==> src/rtl/lab2_proc_imm_encoder.sv <==
// Streaming immediate encoder: packs a typed immediate into a base instruction word and
// queues the result (plus range/alignment/type error flags) in a 2-entry val/rdy FIFO.
module lab2_proc_imm_encoder (
  input  logic        clk,
  input  logic        reset,

  input  logic        in_val,
  output logic        in_rdy,
  input  logic [2:0]  in_imm_type,
  input  logic [31:0] in_imm,
  input  logic [31:0] in_inst,

  output logic        out_val,
  input  logic        out_rdy,
  output logic [31:0] out_inst,
  output logic [2:0]  out_err,

  output logic [15:0] err_count
);

  typedef enum logic [2:0] {
    ImmI = 3'd0,
    ImmS = 3'd1,
    ImmB = 3'd2,
    ImmU = 3'd3,
    ImmJ = 3'd4
  } imm_type_e;

  typedef enum logic [1:0] {
    StEmpty = 2'd0,
    StOne   = 2'd1,
    StFull  = 2'd2
  } occ_e;

  typedef struct packed {
    logic [31:0] inst;
    logic [2:0]  err;
  } entry_t;

  localparam logic [2:0] ErrRange = 3'b001;
  localparam logic [2:0] ErrAlign = 3'b010;
  localparam logic [2:0] ErrType  = 3'b100;

  // ---------------------------------------------------------------------------
  // Combinational encoder
  // ---------------------------------------------------------------------------

  // An immediate fits an N-bit signed field iff all bits from N-1 upward agree.
  logic fits_12;
  logic fits_13;
  logic fits_21;

  assign fits_12 = (&in_imm[31:11]) | ~(|in_imm[31:11]);
  assign fits_13 = (&in_imm[31:12]) | ~(|in_imm[31:12]);
  assign fits_21 = (&in_imm[31:20]) | ~(|in_imm[31:20]);

  logic [31:0] enc_inst;
  logic [2:0]  enc_err;

  always_comb begin
    enc_inst = in_inst;
    enc_err  = '0;
    case (imm_type_e'(in_imm_type))
      ImmI: begin
        enc_inst[31:20] = in_imm[11:0];
        if (!fits_12) enc_err = enc_err | ErrRange;
      end
      ImmS: begin
        enc_inst[31:25] = in_imm[11:5];
        enc_inst[11:7]  = in_imm[4:0];
        if (!fits_12) enc_err = enc_err | ErrRange;
      end
      ImmB: begin
        enc_inst[31]    = in_imm[12];
        enc_inst[30:25] = in_imm[10:5];
        enc_inst[11:8]  = in_imm[4:1];
        enc_inst[7]     = in_imm[11];
        if (!fits_13)  enc_err = enc_err | ErrRange;
        if (in_imm[0]) enc_err = enc_err | ErrAlign;
      end
      ImmU: begin
        enc_inst[31:12] = in_imm[31:12];
        if (|in_imm[11:0]) enc_err = enc_err | ErrAlign;
      end
      ImmJ: begin
        enc_inst[31]    = in_imm[20];
        enc_inst[30:21] = in_imm[10:1];
        enc_inst[20]    = in_imm[11];
        enc_inst[19:12] = in_imm[19:12];
        if (!fits_21)  enc_err = enc_err | ErrRange;
        if (in_imm[0]) enc_err = enc_err | ErrAlign;
      end
      default: begin
        enc_inst = in_inst;
        enc_err  = ErrType;
      end
    endcase
  end

  entry_t enc_entry;
  assign enc_entry = '{inst: enc_inst, err: enc_err};

  // ---------------------------------------------------------------------------
  // 2-entry output queue; slot0 is always the head
  // ---------------------------------------------------------------------------

  occ_e   occ_q,   occ_d;
  entry_t slot0_q, slot0_d;
  entry_t slot1_q, slot1_d;
  logic   accept;
  logic   dequeue;

  // Ready comes only from registered occupancy, so no out_rdy -> in_rdy path.
  assign in_rdy  = (occ_q != StFull);
  assign out_val = (occ_q != StEmpty);
  assign accept  = in_val & in_rdy;
  assign dequeue = out_val & out_rdy;

  always_comb begin
    occ_d   = occ_q;
    slot0_d = slot0_q;
    slot1_d = slot1_q;
    unique case (occ_q)
      StEmpty: begin
        if (accept) begin
          slot0_d = enc_entry;
          occ_d   = StOne;
        end
      end
      StOne: begin
        if (accept && dequeue) begin
          slot0_d = enc_entry;
        end else if (accept) begin
          slot1_d = enc_entry;
          occ_d   = StFull;
        end else if (dequeue) begin
          slot0_d = '0;
          occ_d   = StEmpty;
        end
      end
      StFull: begin
        if (dequeue) begin
          slot0_d = slot1_q;
          slot1_d = '0;
          occ_d   = StOne;
        end
      end
      default: begin
        occ_d   = StEmpty;
        slot0_d = '0;
        slot1_d = '0;
      end
    endcase
  end

  assign out_inst = out_val ? slot0_q.inst : '0;
  assign out_err  = out_val ? slot0_q.err  : '0;

  // ---------------------------------------------------------------------------
  // Saturating error counter
  // ---------------------------------------------------------------------------

  logic [15:0] err_count_q, err_count_d;

  always_comb begin
    err_count_d = err_count_q;
    if (accept && (enc_err != 3'b000) && (err_count_q != 16'hFFFF)) begin
      err_count_d = err_count_q + 16'd1;
    end
  end

  assign err_count = err_count_q;

  always_ff @(posedge clk) begin
    if (reset) begin
      occ_q       <= StEmpty;
      slot0_q     <= '0;
      slot1_q     <= '0;
      err_count_q <= '0;
    end else begin
      occ_q       <= occ_d;
      slot0_q     <= slot0_d;
      slot1_q     <= slot1_d;
      err_count_q <= err_count_d;
    end
  end

endmodule
==> config.mk <==
export PLATFORM = sky130hd
export DESIGN_NAME = lab2_proc_imm_encoder
export DESIGN_NICKNAME = d
export VERILOG_FILES = /design/src/rtl/lab2_proc_imm_encoder.sv
export SDC_FILE = /design/constraint.sdc
export NUM_CORES = 1
export LEC_CHECK = 0
export CORE_MARGIN = 5
export CORE_UTILIZATION = 49
export DETAILED_ROUTE_END_ITERATION = 16
export GPL_TIMING_DRIVEN = 0
export HOLD_SLACK_MARGIN = 0.1
export PLACE_DENSITY = 0.83
export SLEW_MARGIN = 5
export SYNTH_ARGS = -nofsm -noshare
export SYNTH_HDL_FRONTEND = slang
export SYNTH_SLANG_ARGS = --single-unit
==> constraint.sdc <==
create_clock -name clk -period 3.2 [get_ports clk]
set_input_delay 0.96 -clock clk [delete_from_list [all_inputs] [get_ports clk]]
set_output_delay 0.96 -clock clk [all_outputs]
set_load 0.02 [all_outputs]
# [Word-level counts from Yosys, hierarchy flattened]
# Index checks and enable logic that the tools add are counted.
[op_classes] addsub=1 n_eq_ne=15 mux=27 bitwise_logic=9 n_reduce_logical=19
[op_table] cell="$mux 35" n=6
[op_table] cell="$pmux 35 s3" n=2
[op_table] cell="$mux 32" n=1
[op_table] cell="$pmux 7 s4" n=1
[op_table] cell="$reduce_or 12->1" n=2
[op_table] cell="$reduce_and 21->1" n=1
[op_table] cell="$reduce_or 21->1" n=1
[op_table] cell="$reduce_and 20->1" n=1
[op_table] cell="$reduce_or 20->1" n=1
[op_table] cell="$add 16x1->16 const B" n=1
[op_table] cell="$mux 2" n=8
[op_table] cell="$ne 16x16->1 const B" n=1
[op_table] cell="$pmux 5 s3" n=1
[op_table] cell="$pmux 3 s4" n=1
[op_table] cell="$reduce_and 12->1" n=1
[op_table] cell="$reduce_and 4->1" n=3
[op_table] cell="$ne 2x2->1 const B" n=5
[op_table] cell="$pmux 5 s2" n=1
[op_table] cell="$ne 3x3->1 const B" n=3
[op_table] cell="$mux 8" n=1
[op_table] cell="$eq 3x2->1 const B" n=2
[op_table] cell="$pmux 2 s3" n=1
[op_table] cell="$not 1->1" n=4
[op_table] cell="$reduce_or 2->1" n=2
[op_table] cell="13 further kinds" n=20
[totals] regBits=88 in_bits=71 output_inout_bits=53 word_cells=77

# [Logic depth before layout (Yosys ltp)]
[logic_depth] ltp_word=9 depth_mapped=9 depth_no_buf=7

# [Worst setup path after synthesis]
# Ideal clock, no wire load.
[synth_path] kind="input to register" start="input in_imm[27]" end="register err_count_q[1] (netlist: err_count[1])" setup_time_ns=0.128 arrival_ns=2.420 required_ns=3.072 setup_slack_ns=0.653 cell_stages=7 n_path_buf=1 cell_sequence="nor4_1 -> nand3_1 -> o32a_2 -> o21ai_2 -> buf_6 -> mux2i_1 -> nor2_1"
[synth_via] elab_chain_cells=9 elab_cells_between_ends=21 cone_classes="mux (6); bitwise (6); reduce/logical (9)"
[synth_lines] element="start, declared" line="10" text="input logic [31:0] in_imm,"
[synth_lines] element="$reduce_or 20->1 or $reduce_or 12->1 (tied branches)" line="54, 55"
[synth_lines] element="$not 1->1 (on tied branches)" line="54, 55"
[synth_lines] element="$or 1x1->1 (on tied branches)" line="54, 55"
[synth_lines] element="$mux 1 (on tied branches)" line="78, 90"
[synth_lines] element="$mux 2 (on tied branches)" line="79, 91"
[synth_lines] element="$pmux 3 s4 (*)" line="63" text="case (imm_type_e'(in_imm_type))"
[synth_lines] element="$reduce_bool 3->1 (*)" line="167" text="if (accept && (enc_err != 3'b000) && (err_count_q != 16'hFFFF)) begin"
[synth_lines] element="$logic_and 1x1->1 (*) (2 in series)" line="167"
[synth_lines] element="end signal, assigned" line="184" text="err_count_q <= err_count_d;"
[synth_lines] element="end, declared" line="163" text="logic [15:0] err_count_q, err_count_d;"
# Mark *: on every way between the ends. The rest lies on a longest branch, timed or not.
# A chain may end at the register's enable or synchronous reset.

# [Final worst setup path]
[layout_path] start="register occ_q[1]" end="output out_inst[10]"
[layout_via] elab_chain_cells=2
[layout_lines] element="start, declared" line="107" text="occ_e occ_q, occ_d;"
[layout_lines] element="start signal, assigned" line="176" text="occ_q <= StEmpty;"
[layout_lines] element="$reduce_bool 2->1" line="115" text="assign out_val = (occ_q != StEmpty);"
[layout_lines] element="$mux 32" line="156" text="assign out_inst = out_val ? slot0_q.inst : '0;"
[layout_lines] element="end, declared" line="15" text="output logic [31:0] out_inst,"
# Every way passes these cells.

==> run metrics <==
result of the run=finished, final reports clean; number of buffers inserted for hold repair after clock tree synthesis=0; commonest cells after routing, fill and taps aside=sky130_fd_sc_hd__clkdlybuf4s50_1, sky130_fd_sc_hd__nor2_1, sky130_fd_sc_hd__dfxtp_1, sky130_fd_sc_hd__a22oi_1, sky130_fd_sc_hd__nor2b_1; die outline area=approximately 12000 µm²; clock root buffer=sky130_fd_sc_hd__clkbuf_8; CTS H-Tree Depth=3; class of the most critical setup path=reg -> out; detailed placement HPWL=about 12000 µm; sequential share of power=0.452; effective utilization at floorplan=0.505; share of cells above drive strength 1=0.0628; Post-Synthesis Cell Area=around 4700 µm²; aggregate global-route resource usage=0.261; Multi-input gate area=approximately 2700 µm²; leading register cell type out of synthesis=sky130_fd_sc_hd__dfxtp_1; slew at the pin with the worst max-slew slack=between 700 and 800 ps; Placement Rows=35; final cell count without fillers=roughly 850; flop and latch count out of synthesis=88; Post-synth EDFFs=0; worst endpoint data arrival time=~2200 ps; detail-routed via count per cell=6.01; standby leakage power=2.34 nW; final hold violations=0; commonest non-fill, non-tap cell in the layout=sky130_fd_sc_hd__clkdlybuf4s50_1; headroom to the max-slew limit=0.502; vias in the first global route=slightly below 5000; utilization after layout=0.677; total global routing overflow=0; Max-cap violations=0; final net count=approximately 800; DRC=0; P_int=between 1.5 and 2 mW; Clock Tree Buf Depth=2; Post-DRT Antenna Nets=0; Die X-Extent=108 µm; number of top-level pins=roughly 120; number of antenna diodes=0; combinational share of power=0.234; net count of the mapped netlist=653; number of standard cells after synthesis=just under 600; post-CTS setup buffer count=0; setup slack of the critical path after layout=approximately 85 ps; final weighted congestion in routability-driven placement=~0.95; Layout Area Growth over Synthesis=34.2%; Die Span Y=between 100 and 150 µm; Avg Cell Area, Syn=~8 µm²; worst clock skew on the final layout=slightly above 8 ps; number of detailed-routing iterations run before antenna repair=6; Data required, critical path=about 2200 ps; share of async-settable or async-resettable flops after synthesis=0; number of DRC markers in iteration 0=around 440; TritonCTS clock tree=done; number of library cell types mapped by synthesis=57; CP Max Fanout=10; first-pass GRT wire length=~25000 µm; Clk network pwr share=0.314; Worst IR Drop VDD=~0.3 mV; wire length per cell after detailed routing=~18 µm; yosys warns=0; setup repair after global routing missed its margin=false; post-place setup slack=-269 ps; fill count=between 700 and 800; power density of the placed cells=approximately 420 nW/µm²; register area=1760 µm²; highest clock frequency the design can meet=approximately 320 MHz; pin count of the biggest net entering global routing=17; final worst-path cycle share=0.974; type of the worst min-delay path=reg -> reg; share of the yosys chip area belonging to registers=0.378; number of max-slew violations in the final report=0; post-placement cell count=between 800 and 900; switching power share of the total=0.313; Final min period=between 3000 and 4000 ps; clock-pin slew reported for the worst setup and hold paths after clock tree synthesis=90 ps; setup violation total in the final timing report=0; Clock Sinks=88; detailed-route wire length=between 15000 and 20000 µm; initial antenna violation count=0; number of buffers inserted by port buffering=between 100 and 150; reported net switching power=about 820 µW; crit path launch type=register; Critical Path End Type=primary output; placeable core region=roughly 9000 µm²; source-to-sink clock delay at the later pin of the worst-skew pair=360 ps; number of vias after detailed routing=between 5000 and 6000; number of buffers inserted during clock tree synthesis=9
-- flip-flops by register name, summed over array words and instances (netlist names) --
name	flops
slot0_q	35
slot1_q	35
err_count	16
occ_q	2
-- timing repair --
item	in CTS	in global routing
gates resized for setup	6	8
gates cloned	0	0
endpoints found under the hold margin	0	0
setup endpoints to repair	30	13
-- cells in the mapped netlist, types with 2 or more instances --
master | n | area share
sky130_fd_sc_hd__clkbuf_1 | 32 | 0.026
sky130_fd_sc_hd__a31oi_1 | 2 | 0.0027
sky130_fd_sc_hd__nor2_1 | 93 | 0.075
sky130_fd_sc_hd__o21ai_1 | 11 | 0.012
sky130_fd_sc_hd__nor4_1 | 7 | 0.0094
sky130_fd_sc_hd__nand2b_1 | 4 | 0.0054
sky130_fd_sc_hd__nor2b_1 | 43 | 0.058
sky130_fd_sc_hd__o21a_1 | 3 | 0.0048
sky130_fd_sc_hd__a22o_1 | 27 | 0.051
sky130_fd_sc_hd__a21oi_1 | 37 | 0.040
sky130_fd_sc_hd__inv_1 | 8 | 0.0064
sky130_fd_sc_hd__o21ai_0 | 20 | 0.021
sky130_fd_sc_hd__a22oi_1 | 62 | 0.10
sky130_fd_sc_hd__a211oi_1 | 5 | 0.0081
sky130_fd_sc_hd__a21o_1 | 2 | 0.0032
sky130_fd_sc_hd__nand3_1 | 13 | 0.014
sky130_fd_sc_hd__dfxtp_1 | 88 | 0.38
sky130_fd_sc_hd__or3_1 | 12 | 0.016
sky130_fd_sc_hd__o22ai_1 | 3 | 0.0040
sky130_fd_sc_hd__nand2_1 | 29 | 0.023
sky130_fd_sc_hd__mux2i_1 | 18 | 0.039
sky130_fd_sc_hd__nand4_1 | 7 | 0.0094
sky130_fd_sc_hd__buf_1 | 3 | 0.0024
sky130_fd_sc_hd__xor2_1 | 3 | 0.0056
sky130_fd_sc_hd__buf_2 | 11 | 0.012
sky130_fd_sc_hd__o31ai_1 | 3 | 0.0048
sky130_fd_sc_hd__nor3_1 | 5 | 0.0054
-- final timing paths --
| path | start | end | slack (ps) | cells after the start |
|---|---|---|---|---|
| hold / removal | slot1_q[11] | slot1_q[11] | 510 | 2 |
| setup reg to reg | occ_q[0] | slot0_q[26] | 960 | 8 |
| setup / recovery | occ_q[1] | out_inst[10] | 80 | 5 |
| hold reg to reg | slot1_q[11] | slot1_q[11] | 510 | 2 |
-- layer usage --
layer  track usage  share of wire  up-vias
met5             0              0        -
met4        0.0794          0.018        0
met3        0.0384          0.074       31
met2         0.427           0.48      256
met1         0.356           0.43     2412
li1              -              -     2376
-- cell type report --
type | instances | share of cell area
plain buffers | 47 | 0.0324
clock buffers | 10 | 0.0204
clock inverters | 6 | 0.0128
inverters | 9 | 0.00540
multi-input cells | 437 | 0.429
flip-flops and latches | 88 | 0.282
well taps | 129 | 0.0258
repair buffers | 119 | 0.193
-- power by group through the flow --
stage / registers, mW / clock network (mW) / logic [mW]
global route: 1.19 / 0.865 / 0.662
detailed placement: 1.20 / 0 / 0.593
finish: 1.18 / 0.817 / 0.610
floorplan: 1.20 / 0 / 0.350
global placement: 1.20 / 0 / 0.581
CTS: 1.18 / 0.817 / 0.600
-- cells by family after synthesis --
| kind of cell | count (synthesis) | synth area share |
|---|---|---|
| simple gates | 222 | 0.232 |
| compound gates | 191 | 0.289 |
| flops | 88 | 0.378 |
| buf+inv | 56 | 0.0496 |
| mux | 19 | 0.0411 |
| xor+xnor | 4 | 0.00751 |
| fa+ha+maj | 1 | 0.00268 |
-- through the flow --
step	instance area [µm²]	hold slack [ps]	total power [mW]	TNS [ps]
2_1_floorplan	4660	454	1.55	0
3_3_place_gp	6020	464	1.78	-1210
3_5_place_dp	6020	481	1.80	-2130
4_1_cts	6240	502	2.59	0
5_1_grt	6260	530	2.71	0
6_report	6260	506	2.61	0
-- worst max-delay path, cell delays in order (launching register included) --
cell and delay (ps):
sky130_fd_sc_hd__dfxtp_1 380, sky130_fd_sc_hd__buf_2 250, sky130_fd_sc_hd__nor2_4 100, sky130_fd_sc_hd__clkbuf_2 230, sky130_fd_sc_hd__nor2b_1 200, sky130_fd_sc_hd__clkdlybuf4s50_1 630
No activity file was read; power rests on OpenSTA's default activity.
